<file path="config.mk">
export PLATFORM = sky130hd
export DESIGN_NAME = clockgen_seq_flat
export DESIGN_NICKNAME = d
export VERILOG_FILES = /design/src/rtl/clockgen_seq_if.sv /design/src/rtl/clockgen_seq.sv /design/src/flat_wrapper.sv
export SDC_FILE = /design/constraint.sdc
export NUM_CORES = 1
export LEC_CHECK = 0
export ABC_AREA = 1
export CAP_MARGIN = 20
export CORE_UTILIZATION = 35
export CTS_CLUSTER_SIZE = 28
export DETAILED_ROUTE_END_ITERATION = 16
export DONT_BUFFER_PORTS = 1
export GPL_ROUTABILITY_DRIVEN = 0
export PLACE_DENSITY = 0.6
export SETUP_SLACK_MARGIN = 0.5
export SLEW_MARGIN = 10
export SYNTH_ARGS = -nofsm -noshare
export SYNTH_HDL_FRONTEND = slang
export SYNTH_SLANG_ARGS = --single-unit
export TNS_END_PERCENT = 100
</file>
<file path="constraint.sdc">
create_clock -name CLKIN_IN -period 1.2 [get_ports CLKIN_IN]
set_input_delay 0.24 -clock CLKIN_IN [delete_from_list [all_inputs] [get_ports CLKIN_IN]]
set_output_delay 0.24 -clock CLKIN_IN [all_outputs]
set_load 0.05 [all_outputs]
</file>
<file path="src/rtl/clockgen_seq_if.sv">
// Status/control bundle between the clock sequencer and its neighbours:
// DCM lock input plus the reset, ready, tick, fail and relock-count outputs.
interface clockgen_seq_if;
  logic       LOCKED_IN;
  logic       DCM_RST_OUT;
  logic       SYS_RST_OUT;
  logic       READY_OUT;
  logic       TICK_OUT;
  logic       FAIL_OUT;
  logic [7:0] RELOCK_CNT_OUT;

  modport master (
    output LOCKED_IN,
    input  DCM_RST_OUT, SYS_RST_OUT, READY_OUT, TICK_OUT, FAIL_OUT, RELOCK_CNT_OUT
  );

  modport slave (
    input  LOCKED_IN,
    output DCM_RST_OUT, SYS_RST_OUT, READY_OUT, TICK_OUT, FAIL_OUT, RELOCK_CNT_OUT
  );
endinterface

</file>
<file path="src/rtl/clockgen_seq.sv">
// DCM bring-up sequencer: pulses the DCM reset, waits for a stable lock with
// bounded retries, releases the USB-3W core and emits a divided tick strobe.
module clockgen_seq #(
  parameter int unsigned RST_CYCLES    = 3,
  parameter int unsigned LOCK_TIMEOUT  = 1024,
  parameter int unsigned STABLE_CYCLES = 16,
  parameter int unsigned MAX_RETRY     = 4,
  parameter int unsigned DIV           = 8
) (
  input logic           CLKIN_IN,
  input logic           RSTN_IN,
  clockgen_seq_if.slave cg
);

  localparam int unsigned RCW = (RST_CYCLES    > 1) ? $clog2(RST_CYCLES)    : 1;
  localparam int unsigned TOW = (LOCK_TIMEOUT  > 1) ? $clog2(LOCK_TIMEOUT)  : 1;
  localparam int unsigned STW = (STABLE_CYCLES > 1) ? $clog2(STABLE_CYCLES) : 1;
  localparam int unsigned DVW = (DIV           > 1) ? $clog2(DIV)           : 1;
  localparam int unsigned RTW = $clog2(MAX_RETRY + 1);
  localparam int unsigned RLW = 8;

  typedef enum logic [2:0] {
    S_RESET     = 3'd0,
    S_WAIT_LOCK = 3'd1,
    S_STABLE    = 3'd2,
    S_RUN       = 3'd3,
    S_FAIL      = 3'd4
  } state_t;

  state_t         state_q, state_d;
  logic           lock_m, lock_s;
  logic [RCW-1:0] rst_cnt_q, rst_cnt_d;
  logic [TOW-1:0] to_cnt_q, to_cnt_d;
  logic [STW-1:0] stb_cnt_q, stb_cnt_d;
  logic [DVW-1:0] div_cnt_q, div_cnt_d;
  logic [RTW-1:0] retry_q, retry_d;
  logic [RLW-1:0] relock_q, relock_d;
  logic           dcm_rst_q, dcm_rst_d;
  logic           sys_rst_q, sys_rst_d;
  logic           ready_q, ready_d;
  logic           tick_q, tick_d;
  logic           fail_q, fail_d;

  // Two-flop synchronizer for the asynchronous DCM lock
  always_ff @(posedge CLKIN_IN or negedge RSTN_IN) begin
    if (!RSTN_IN) begin
      lock_m <= 1'b0;
      lock_s <= 1'b0;
    end else begin
      lock_m <= cg.LOCKED_IN;
      lock_s <= lock_m;
    end
  end

  // State, counters and registered outputs
  always_ff @(posedge CLKIN_IN or negedge RSTN_IN) begin
    if (!RSTN_IN) begin
      state_q   <= S_RESET;
      rst_cnt_q <= '0;
      to_cnt_q  <= '0;
      stb_cnt_q <= '0;
      div_cnt_q <= '0;
      retry_q   <= '0;
      relock_q  <= '0;
      dcm_rst_q <= 1'b1;
      sys_rst_q <= 1'b1;
      ready_q   <= 1'b0;
      tick_q    <= 1'b0;
      fail_q    <= 1'b0;
    end else begin
      state_q   <= state_d;
      rst_cnt_q <= rst_cnt_d;
      to_cnt_q  <= to_cnt_d;
      stb_cnt_q <= stb_cnt_d;
      div_cnt_q <= div_cnt_d;
      retry_q   <= retry_d;
      relock_q  <= relock_d;
      dcm_rst_q <= dcm_rst_d;
      sys_rst_q <= sys_rst_d;
      ready_q   <= ready_d;
      tick_q    <= tick_d;
      fail_q    <= fail_d;
    end
  end

  // Next state; each counter runs only while its state is held, else clears
  always_comb begin
    state_d   = state_q;
    rst_cnt_d = '0;
    to_cnt_d  = '0;
    stb_cnt_d = '0;
    div_cnt_d = '0;
    retry_d   = retry_q;
    relock_d  = relock_q;

    case (state_q)
      S_RESET: begin
        if (rst_cnt_q == RCW'(RST_CYCLES - 1)) state_d = S_WAIT_LOCK;
        else                                   rst_cnt_d = rst_cnt_q + RCW'(1);
      end
      S_WAIT_LOCK: begin
        if (lock_s) begin
          state_d = S_STABLE;
        end else if (to_cnt_q == TOW'(LOCK_TIMEOUT - 1)) begin
          retry_d = retry_q + RTW'(1);
          state_d = (retry_d == RTW'(MAX_RETRY)) ? S_FAIL : S_RESET;
        end else begin
          to_cnt_d = to_cnt_q + TOW'(1);
        end
      end
      S_STABLE: begin
        // A lock drop here restarts without consuming a retry
        if (!lock_s) begin
          state_d = S_RESET;
        end else if (stb_cnt_q == STW'(STABLE_CYCLES - 1)) begin
          state_d = S_RUN;
          retry_d = '0;
        end else begin
          stb_cnt_d = stb_cnt_q + STW'(1);
        end
      end
      S_RUN: begin
        if (!lock_s) begin
          state_d = S_RESET;
          if (relock_q != {RLW{1'b1}}) relock_d = relock_q + RLW'(1);
        end else if (div_cnt_q != DVW'(DIV - 1)) begin
          div_cnt_d = div_cnt_q + DVW'(1);
        end
      end
      S_FAIL:  state_d = S_FAIL;
      default: state_d = S_RESET;
    endcase

    // Outputs registered from the next state so they line up with state_q
    dcm_rst_d = (state_d == S_RESET) || (state_d == S_FAIL);
    sys_rst_d = (state_d != S_RUN);
    ready_d   = (state_d == S_RUN);
    tick_d    = (state_d == S_RUN) && (div_cnt_d == DVW'(DIV - 1));
    fail_d    = (state_d == S_FAIL);
  end

  assign cg.DCM_RST_OUT    = dcm_rst_q;
  assign cg.SYS_RST_OUT    = sys_rst_q;
  assign cg.READY_OUT      = ready_q;
  assign cg.TICK_OUT       = tick_q;
  assign cg.FAIL_OUT       = fail_q;
  assign cg.RELOCK_CNT_OUT = relock_q;

endmodule

</file>
<file path="src/flat_wrapper.sv">
// flat-port wrapper written by rule: the top's interface ports become plain ports
module clockgen_seq_flat 
#(
  parameter int unsigned RST_CYCLES    = 3,
  parameter int unsigned LOCK_TIMEOUT  = 1024,
  parameter int unsigned STABLE_CYCLES = 16,
  parameter int unsigned MAX_RETRY     = 4,
  parameter int unsigned DIV           = 8
)
  (CLKIN_IN, RSTN_IN, cg_LOCKED_IN, cg_DCM_RST_OUT, cg_SYS_RST_OUT, cg_READY_OUT, cg_TICK_OUT, cg_FAIL_OUT, cg_RELOCK_CNT_OUT);
  clockgen_seq_if cg_i ();
  input logic CLKIN_IN;
  input logic RSTN_IN;
  input wire logic [$bits(cg_i.LOCKED_IN)-1:0] cg_LOCKED_IN;
  output wire logic [$bits(cg_i.DCM_RST_OUT)-1:0] cg_DCM_RST_OUT;
  output wire logic [$bits(cg_i.SYS_RST_OUT)-1:0] cg_SYS_RST_OUT;
  output wire logic [$bits(cg_i.READY_OUT)-1:0] cg_READY_OUT;
  output wire logic [$bits(cg_i.TICK_OUT)-1:0] cg_TICK_OUT;
  output wire logic [$bits(cg_i.FAIL_OUT)-1:0] cg_FAIL_OUT;
  output wire logic [$bits(cg_i.RELOCK_CNT_OUT)-1:0] cg_RELOCK_CNT_OUT;
  assign cg_i.LOCKED_IN = cg_LOCKED_IN;
  assign cg_DCM_RST_OUT = cg_i.DCM_RST_OUT;
  assign cg_SYS_RST_OUT = cg_i.SYS_RST_OUT;
  assign cg_READY_OUT = cg_i.READY_OUT;
  assign cg_TICK_OUT = cg_i.TICK_OUT;
  assign cg_FAIL_OUT = cg_i.FAIL_OUT;
  assign cg_RELOCK_CNT_OUT = cg_i.RELOCK_CNT_OUT;
  clockgen_seq #(.RST_CYCLES(RST_CYCLES), .LOCK_TIMEOUT(LOCK_TIMEOUT), .STABLE_CYCLES(STABLE_CYCLES), .MAX_RETRY(MAX_RETRY), .DIV(DIV)) u_core (.CLKIN_IN(CLKIN_IN), .RSTN_IN(RSTN_IN), .cg(cg_i));
endmodule
</file>
## Yosys cells after proc, flatten, opt, wreduce, memory -nomap -nowiden

Cells that the tools add are included.

| storage, ports and cells | value |
|---|---|
| output and inout bits | 13 |
| word-level logic and storage cells | 70 |
| flip-flop bits (word level) | 40 |

| cells by class | value |
|---|---|
| reduce and logical (&&, ||, !) cells | 7 |
| add/subtract/negate cells | 6 |
| bitwise operators | 1 |
| eq/ne operators | 18 |
| multiplexer cells | 24 |

Operators with widths:

| operator | number |
|---|---|
| 3-bit two-way mux | 14 |
| 10-bit two-way mux | 3 |
| 3-bit one-hot mux with 5 select lines | 1 |
| 3-bit == test, second input constant | 4 |
| 4-bit two-way mux | 3 |
| 10-bit by 1-bit adder with 10-bit output, second input constant | 1 |
| 10-bit == test, second input constant | 1 |
| 3-bit by 2-bit == test with 1-bit output, second input constant | 3 |
| 8-bit by 1-bit adder with 8-bit output, second input constant | 1 |
| 8-bit != test, second input constant | 1 |
| 3-bit by 1-bit adder with 3-bit output, second input constant | 2 |
| 3-bit logical NOT | 2 |
| 2-bit by 1-bit != test with 1-bit output, second input constant | 3 |
| 3-bit one-hot mux with 2 select lines | 1 |
| 5-bit AND reduction | 1 |
| 4-bit by 1-bit adder with 4-bit output, second input constant | 1 |
| 4-bit == test, second input constant | 1 |
| 2-bit two-way mux | 2 |
| 3-bit by 1-bit == test with 1-bit output, second input constant | 1 |
| 3-bit by 2-bit != test with 1-bit output, second input constant | 1 |
| 3-bit != test, second input constant | 1 |
| 3-bit AND reduction | 1 |
| 2-bit by 1-bit adder with 2-bit output, second input constant | 1 |
| 2-bit == test, second input constant | 1 |
| 5 further kinds | 5 |

## Longest topological paths before layout

Gate-level depths: netlist of run 1.

| depth | value |
|---|---|
| depth after elaboration | 8 |
| gate-level depth with buffers | 9 |

## Worst setup path before layout of run 1

No wires, ideal clock.

| timing path | value |
|---|---|
| path type | flip-flop to flip-flop |
| start | register u_core.relock_q[1], in the netlist u_core.cg.RELOCK_CNT_OUT[1] |
| end | register u_core.relock_q[5], in the netlist u_core.cg.RELOCK_CNT_OUT[5] |
| arrival time | 1.584 ns |
| path slack | -0.502 ns |
| data required time | 1.082 ns |
| cell stages (with the launch flop) | 9 |
| path through | dfrtp_1 -> ha_1 -> nand3_1 -> nor2_1 -> nand3_1 -> nand2_2 -> inv_2 -> nand2_1 -> nand2_1 |

| between the ends | value |
|---|---|
| cells in the longest elaborated chain, start to end | 2 |

RTL lines:

| element | line | source |
|---|---|---|
| from (decl) | clockgen_seq.sv:37 | `logic [RLW-1:0] relock_q, relock_d;` |
| from (signal assigned) | clockgen_seq.sv:77 | `relock_q <= relock_d;` |
| parallel branches: the longest is 2 deep, another holds 8-bit by 1-bit adder with 8-bit output | - |  |

Parallel ways; which one is timed is not known.
A chain may end at the register's enable or synchronous reset.

## Worst setup path after layout of run 1

| timing path | value |
|---|---|
| start | register u_core.to_cnt_q[0] |
| end | register u_core.to_cnt_q[3] |

| between the ends | value |
|---|---|
| cells in the longest elaborated chain, start to end | 4 |

RTL lines:

| element | line | source |
|---|---|---|
| from (decl) | clockgen_seq.sv:33 | `logic [TOW-1:0] to_cnt_q, to_cnt_d;` |
| from (signal assigned) | clockgen_seq.sv:73 | `to_cnt_q <= to_cnt_d;` |
| 10-bit by 1-bit adder with 10-bit output / 10-bit == test (equally long branches) | clockgen_seq.sv:108, clockgen_seq.sv:104 |  |
| 10-bit two-way mux (*) | clockgen_seq.sv:104 | `end else if (to_cnt_q == TOW'(LOCK_TIMEOUT - 1)) begin` |
| 10-bit two-way mux (*) | clockgen_seq.sv:102 | `if (lock_s) begin` |
| 10-bit two-way mux (*) | clockgen_seq.sv:96 | `case (state_q)` |
| via u_core.to_cnt_d[3] | clockgen_seq.sv:33 |  |

Mark *: on every way through the listed nets, which the timed path passes. The rest lies on a longest branch.

==> summary.txt, run 1 <==
Outcome
  – Status: finished, violations left
  – Violated checks: hold timing, setup timing

Clocking
  – Insertion delay to the later sink of the worst-skew pair: 300 ps
  – CTS Hold Bufs: 1
  – CTS sink cnt: 40
  – Clk root buf: clkbuf_8
  – Clk buf depth: 2
  – CTS Buf Count: 5
  – Htree depth: 2
  – Clk slew on worst S/H paths: 90 ps
  – CTS tree: done

Setup path
  – Reg2reg end: u_core.to_cnt_q[3]
  – Slowest Stage Delay on Critical Path: 420 ps
  – R2R Path Start: u_core.to_cnt_q[0]
  – Worst-path cell chain: buf_4 > buf_4 > inv_1 > nor2_1 > buf_4 > buf_4 > xor2_1 > nor2_1
  – CP Capture Type: register
  – CP max stage cell: dfrtp_1
  – Kind of cell adding the most delay to the critical path: buffers and inverters
  – Most frequent cell on the critical path: buf_4
  – Cell depth of the worst setup path: 8
  – Crit Path Class: reg2reg
  – Worst Path Required: 1390 ps
  – R2R setup slack: -140 ps
  – Worst-case reg-to-reg path depth: 8
  – Critical path arrival: 1530 ps
  – Critical Path Fanout Max: 5
  – Crit start category: register
  – Crit path from: u_core.to_cnt_q[0]
  – CP Buf/Inv Count: 5

Floorplan
  – Rows: 26
  – Initial core utilization: 0.364
  – Die width: 74.9 µm
  – I/O pins: 16
  – Die area: 5610 µm²
  – Die height: 74.9 µm
  – Floorplan Core Area: 5110 µm²

Finish
  – Layout overhead on the synthesized area: 58.2%
  – Diode count: 0
  – Sequential Area: 1020 µm²
  – Ratio of cells with drive above 1 in the final layout: 0.563
  – Final net count: 281
  – Fill count: 443
  – Finished Core Util: 0.576
  – Area of the multi-input gates: 1040 µm²
  – Final instance area: 2940 µm²

Drt
  – Routed via count: 1581
  – DR DRC count: 0
  – Vias per std cell: 4.62
  – Post-route antenna net violation count: 0
  – Drt first pass iters: 4
  – Final WL: 4380 µm
  – Drt initial violations: 107
  – Drt wl/cell: 12.8 µm

Global routing
  – Vias in the first global route: 1569
  – Global route overflow: 0
  – Initial antenna violation count: 0
  – Global-route wire length before repair: 6750 µm
  – All-layer global routing usage: 0.164
  – Largest net degree at the start of global routing: 41

Pwr
  – Max VDD drop: 1.09 mV
  – Power density over the cells: 1520 nW/µm²
  – Final Power: 4.46 mW
  – Leakage: 1.32 nW

Synth
  – Top-area cell type share of the netlist area: 0.511
  – Area contributors post-synth: dfrtp_1, nand2_1, nor2_1
  – Largest area contributor in the netlist: dfrtp_1
  – Synthesized Nets: 215
  – Mapped Cells: 205
  – Sequential fraction of the synthesis area: 0.539
  – Yosys reg bits: 40
  – Synth unique cells: 24
  – YS warnings: 0
  – Syn_area_per_cell: 9.08 µm²
  – Synthesized cell area: 1860 µm²

Timing
  – # setup viols final: 37
  – Fin crit period: 1340 ps
  – Setup ws final: -140 ps
  – Fmax: 746 MHz
  – RSZ-0062 raised after global routing: yes
  – Pin slew with the least headroom to its limit: 312 ps
  – Clock skew: 7.92 ps
  – Endpoints failing hold: 40
  – Slew Limit Fails: 0
  – Fin crit share: 1.12
  – Slew headroom: 0.790
  – Final hold slack: -374 ps

Placed design
  – Post-DP HPWL: 2480 µm
  – Dpl ws: -112 ps
  – Port bufs: 0
  – DP Area: 2350 µm²

Min path
  – Type of the worst min-delay path: in2async

Run
  – Max_cap viols: 0
state kept, by name (all words and copies together) (netlist names):
| signal | flops |
|---|---|
| u_core.to_cnt_q | 10 |
| u_core.retry_q | 3 |
| u_core.stb_cnt_q | 4 |
| u_core.cg.SYS_RST_OUT | 1 |
| u_core.lock_s | 1 |
| u_core.cg.READY_OUT | 1 |
| u_core.cg.RELOCK_CNT_OUT | 8 |
| u_core.rst_cnt_q | 2 |
| u_core.cg.TICK_OUT | 1 |
| u_core.div_cnt_q | 3 |
| u_core.cg.FAIL_OUT | 1 |
| u_core.lock_m | 1 |
| u_core.cg.DCM_RST_OUT | 1 |
| u_core.state_q | 3 |
layer usage:
| metal | GRT usage | part of all wire | up-vias |
|---|---|---|---|
| li1 | - | - | 783 |
| met1 | 0.188 | 0.42 | 753 |
| met2 | 0.283 | 0.52 | 31 |
| met3 | 0.0442 | 0.029 | 14 |
| met4 | 0.0818 | 0.033 | 0 |
| met5 | 0 | 0 | - |
layout by cell type, fill, tap and decap left out, types with 5 or more instances in the layout:
| master | count |
|---|---|
| buf_4 | 37 |
| nand2_1 | 31 |
| dfrtp_1 | 24 |
| inv_1 | 18 |
| dfrtp_2 | 14 |
| nand2_2 | 13 |
| buf_6 | 13 |
| nor2_1 | 11 |
| nor2_2 | 10 |
| xor2_1 | 9 |
| buf_8 | 8 |
| inv_2 | 7 |
| nand4_1 | 7 |
| nor2_4 | 6 |
| nand3_4 | 5 |
| nand3_1 | 5 |
| nand3_2 | 5 |
| nor3_2 | 5 |
| clkbuf_8 | 5 |
kinds of logic after synthesis:
family	share of synthesized area
and+or+nand+nor	0.264
DFF	0.539
buffers and inverters	0.0612
xor gates and xnor gates	0.0612
adders and majority gates	0.0471
AOI/OAI and AO/OA	0.0276
cells in the mapped netlist:
cell / instances
nand2_1: 43
o21ai_0: 2
nor2_2: 2
buf_2: 1
nand3_4: 1
xnor2_1: 4
a21oi_1: 4
a21oi_2: 1
ha_1: 7
nor4_1: 1
xor2_1: 9
nor2_1: 25
nor3_2: 1
nand3_2: 2
nor3_1: 8
nand3_1: 12
dfstp_2: 2
dfrtp_1: 38
o21ai_1: 1
inv_1: 24
nand2_2: 4
nand4_1: 7
inv_2: 5
o211ai_1: 1
power by group:
group	leakage, nW	internal, mW	total, mW	switching, mW
registers	0.515	1.55	1.81	0.260
clock network	0.0548	0.627	1.15	0.518
logic	0.748	0.733	1.51	0.773
total	1.32	2.91	4.46	1.55
stage by stage:
step,std cells,TNS [ps]
after detailed placement,312,-1430
after floorplan,205,-2050
after CTS,333,-1500
after global placement,312,-1030
final,342,-2230
after global routing,342,-4670
how the worst max path moves through the flow:
stage	endpoint	slack, ps
floorplan	u_core.cg.RELOCK_CNT_OUT[3]	-230
global placement	u_core.retry_q[0]	-90
detailed placement	u_core.retry_q[1]	-110
CTS	u_core.cg.READY_OUT	-90
global route	u_core.retry_q[0]	-210
finish	u_core.to_cnt_q[3]	-140
what timing repair did:
item,in CTS,in global routing
pin swaps,19,24
setup buffers,11,9
hold endpoints to repair,41,40
gates resized for setup,37,50
setup endpoints to repair,51,51
cloned,1,0
area by class of cell:
type | count | area share
clock buffer | 5 | 0.0234
clock inverter | 3 | 0.0157
inverter | 29 | 0.0412
multi-input combinational | 136 | 0.355
sequential | 40 | 0.347
tap | 70 | 0.0298
timing repair buffer | 59 | 0.188
Note: power is estimated with default switching activity, not from simulation.
==> inputs of run 2 (changes only) <==
--- a/config.mk
+++ b/config.mk
@@ -7,12 +7,13 @@
 export LEC_CHECK = 0
 export ABC_AREA = 1
 export CAP_MARGIN = 20
-export CORE_UTILIZATION = 35
+export CORE_ASPECT_RATIO = 0.7
+export CORE_UTILIZATION = 31
 export CTS_CLUSTER_SIZE = 28
 export DETAILED_ROUTE_END_ITERATION = 16
 export DONT_BUFFER_PORTS = 1
 export GPL_ROUTABILITY_DRIVEN = 0
-export PLACE_DENSITY = 0.6
+export PLACE_DENSITY = 0.55
 export SETUP_SLACK_MARGIN = 0.5
 export SLEW_MARGIN = 10
 export SYNTH_ARGS = -nofsm -noshare
==> constraint.sdc (replaced) <==
create_clock -name CLKIN_IN -period 1.2 [get_ports CLKIN_IN]
set_input_delay 0.24 -clock CLKIN_IN [delete_from_list [all_inputs] [get_ports CLKIN_IN]]
set_output_delay 0.24 -clock CLKIN_IN [all_outputs]
set_load 0.01 [all_outputs]
==> summary.txt, run 2 (same netlist as run 1, synthesis figures left out) <==
Setup path
  – R2R setup slack: -120 ps (+20 ps)
  – CP Capture Type: register
  – Worst-case reg-to-reg path depth: 8 (unchanged)
  – Worst Setup EP: u_core.retry_q[1]
  – R2R Path Start: u_core.to_cnt_q[1]
  – Crit Path Class: reg2reg
  – Crit start category: register
  – Critical path arrival: 1500 ps (-30 ps)
  – Reg2reg end: u_core.retry_q[1]
  – Worst Path Required: 1380 ps (about the same)
  – Crit path from: u_core.to_cnt_q[1]
  – Critical Path Fanout Max: 4 (-1)

Finish
  – Commonest non-fill, non-tap cell in the layout: buf_4
  – Fill count: 529 (+19%)
  – Ratio of cells with drive above 1 in the final layout: 0.506 (-0.0569)
  – Final net count: 279 (-0.71%)
  – Area of the multi-input gates: 1020 µm² (-2.4%)
  – Diode count: 0 (unchanged)
  – Sequential Area: 1010 µm² (-1.3%)
  – Most frequent cells in the layout: buf_4, dfrtp_1, nand2_1
  – Max reg flops: 10 (unchanged)
  – Layout overhead on the synthesized area: 51.9%
  – Largest Register: u_core.to_cnt_q

Floorplan
  – I/O pins: 16 (unchanged)
  – Floorplan Core Area: 5760 µm² (+13%)
  – Die height: 66.8 µm (-11%)
  – Die area: 6320 µm² (+13%)
  – Initial core utilization: 0.323 (-0.0410)
  – Die width: 94.6 µm (+26%)
  – Rows: 23 (-12%)

Outcome
  – Violated checks: hold timing, setup timing
  – Status: finished, violations left

Clocking
  – CTS sink cnt: 40 (unchanged)
  – Insertion delay to the later sink of the worst-skew pair: 290 ps (about the same)
  – Clk buf depth: 2 (unchanged)
  – CTS Buf Count: 5 (unchanged)
  – CTS Hold Bufs: 1 (unchanged)
  – Clk root buf: clkbuf_8
  – CTS tree: done
  – Htree depth: 2 (unchanged)
  – Clk slew on worst S/H paths: 80 ps (about the same)

Global routing
  – Global-route wire length before repair: 6840 µm (+1.3%)
  – Global route overflow: 0 (unchanged)
  – Vias in the first global route: 1467 (-6.5%)
  – Initial antenna violation count: 0 (unchanged)
  – All-layer global routing usage: 0.146 (-0.0187)
  – Largest net degree at the start of global routing: 41 (unchanged)

Drt
  – DR DRC count: 0 (unchanged)
  – Drt wl/cell: 12.2 µm (-4.7%)
  – Routed via count: 1500 (-5.1%)
  – Drt first pass iters: 4 (unchanged)
  – Final WL: 4200 µm (-4.1%)
  – Post-route antenna net violation count: 0 (unchanged)
  – Drt initial violations: 41 (-62%)
  – Vias per std cell: 4.36 (-5.7%)

Pwr
  – Leakage: 1.29 nW (-2.3%)
  – Power density over the cells: 1360 nW/µm² (-10%)
  – Max VDD drop: 0.548 mV (-50%)

Timing
  – Final hold slack: -368 ps (+6.48 ps)
  – RSZ-0062 raised after global routing: yes
  – Endpoints failing hold: 40 (unchanged)
  – Fin crit period: 1320 ps (-17.6 ps)
  – Fmax: 756 MHz (+1.3%)
  – Setup ws final: -122 ps (+17.6 ps)
  – Fin crit share: 1.10 (-0.0146)
  – # setup viols final: 28 (-24%)
  – Pin slew with the least headroom to its limit: 295 ps (-17.2 ps)
  – Clock skew: 8.91 ps (+0.989 ps)
  – Slew Limit Fails: 0 (unchanged)
  – Slew headroom: 0.803 (+0.0125)

Placed design
  – Dpl ws: -190 ps (-77.8 ps)
  – Post-DP HPWL: 2710 µm (+9.2%)
  – Port bufs: 0 (unchanged)

Min path
  – Type of the worst min-delay path: in2async

Run
  – Max_cap viols: 0 (unchanged)
## run 2: changes by cell type in the layout (fill, tap and decap cells not counted), sizes merged
cell	delta
clkinv	+1
bufinv	-1
inv	-1
buf	-2
## run 2: repair_timing
item,4_1_cts,5_1_grt
gates resized for setup,38,39
buffers inserted,10,7
endpoints found under the hold margin,41,40
gates cloned,1,0
pin swaps,20,17
setup endpoints to repair,51,51
## run 2: final cells by class
cell class                 count  area share
multi-input combinational    136       0.360
sequential                    40       0.356
timing repair buffer          57       0.179
inverter                      29      0.0421
tap                           75      0.0332
clock buffer                   5      0.0243
clock inverter                 2     0.00443
## run 2: where the power goes
group	total, mW	internal, mW	switching, mW	leakage [nW]
logic	1.29	0.616	0.671	0.714
clock network	0.860	0.394	0.467	0.0400
registers	1.69	1.54	0.150	0.533
## run 2: worst min path at each step
| stage | startpoint | to | slack, ps |
|---|---|---|---|
| 2_1_floorplan | RSTN_IN | u_core.cg.FAIL_OUT | -60 |
| 3_3_place_gp | RSTN_IN | u_core.cg.RELOCK_CNT_OUT[5] | -50 |
| 3_5_place_dp | RSTN_IN | u_core.cg.RELOCK_CNT_OUT[6] | -50 |
| 4_1_cts | RSTN_IN | u_core.cg.RELOCK_CNT_OUT[0] | -380 |
| 5_1_grt | RSTN_IN | u_core.cg.RELOCK_CNT_OUT[6] | -390 |
| 6_report | RSTN_IN | u_core.state_q[2] | -370 |
## run 2: worst max-delay path: stages (launching register included)
cell	delay (ps)
dfrtp_1	360
ha_2	190
nand2_2	70
nor2_4	120
nand3_4	120
nand2_4	110
nand3_2	90
nand2_1	90
nand2_1	50
## run 2: per-stage QoR
step | power (mW) | setup TNS, ps | utilization | cell area (µm²) | instances
after floorplan | 2.24 | -1260 | - | 1930 | 205
final | 3.84 | -2130 | 0.491 | 2830 | 344
after CTS | 3.75 | -1990 | 0.456 | 2620 | 337
after global placement | 2.58 | -2300 | 0.402 | 2310 | 318
after global routing | 4.10 | -4830 | 0.491 | 2830 | 344
after detailed placement | 2.62 | -2840 | 0.402 | 2310 | 318
## run 2: metal layers
metal  GRT usage  vias to the layer above  share of wire
met5           0                        -              0
met4      0.0417                        0         0.0048
met3      0.0445                        4          0.035
met2       0.221                       23           0.46
met1       0.199                      692           0.50
li1            -                      781              -
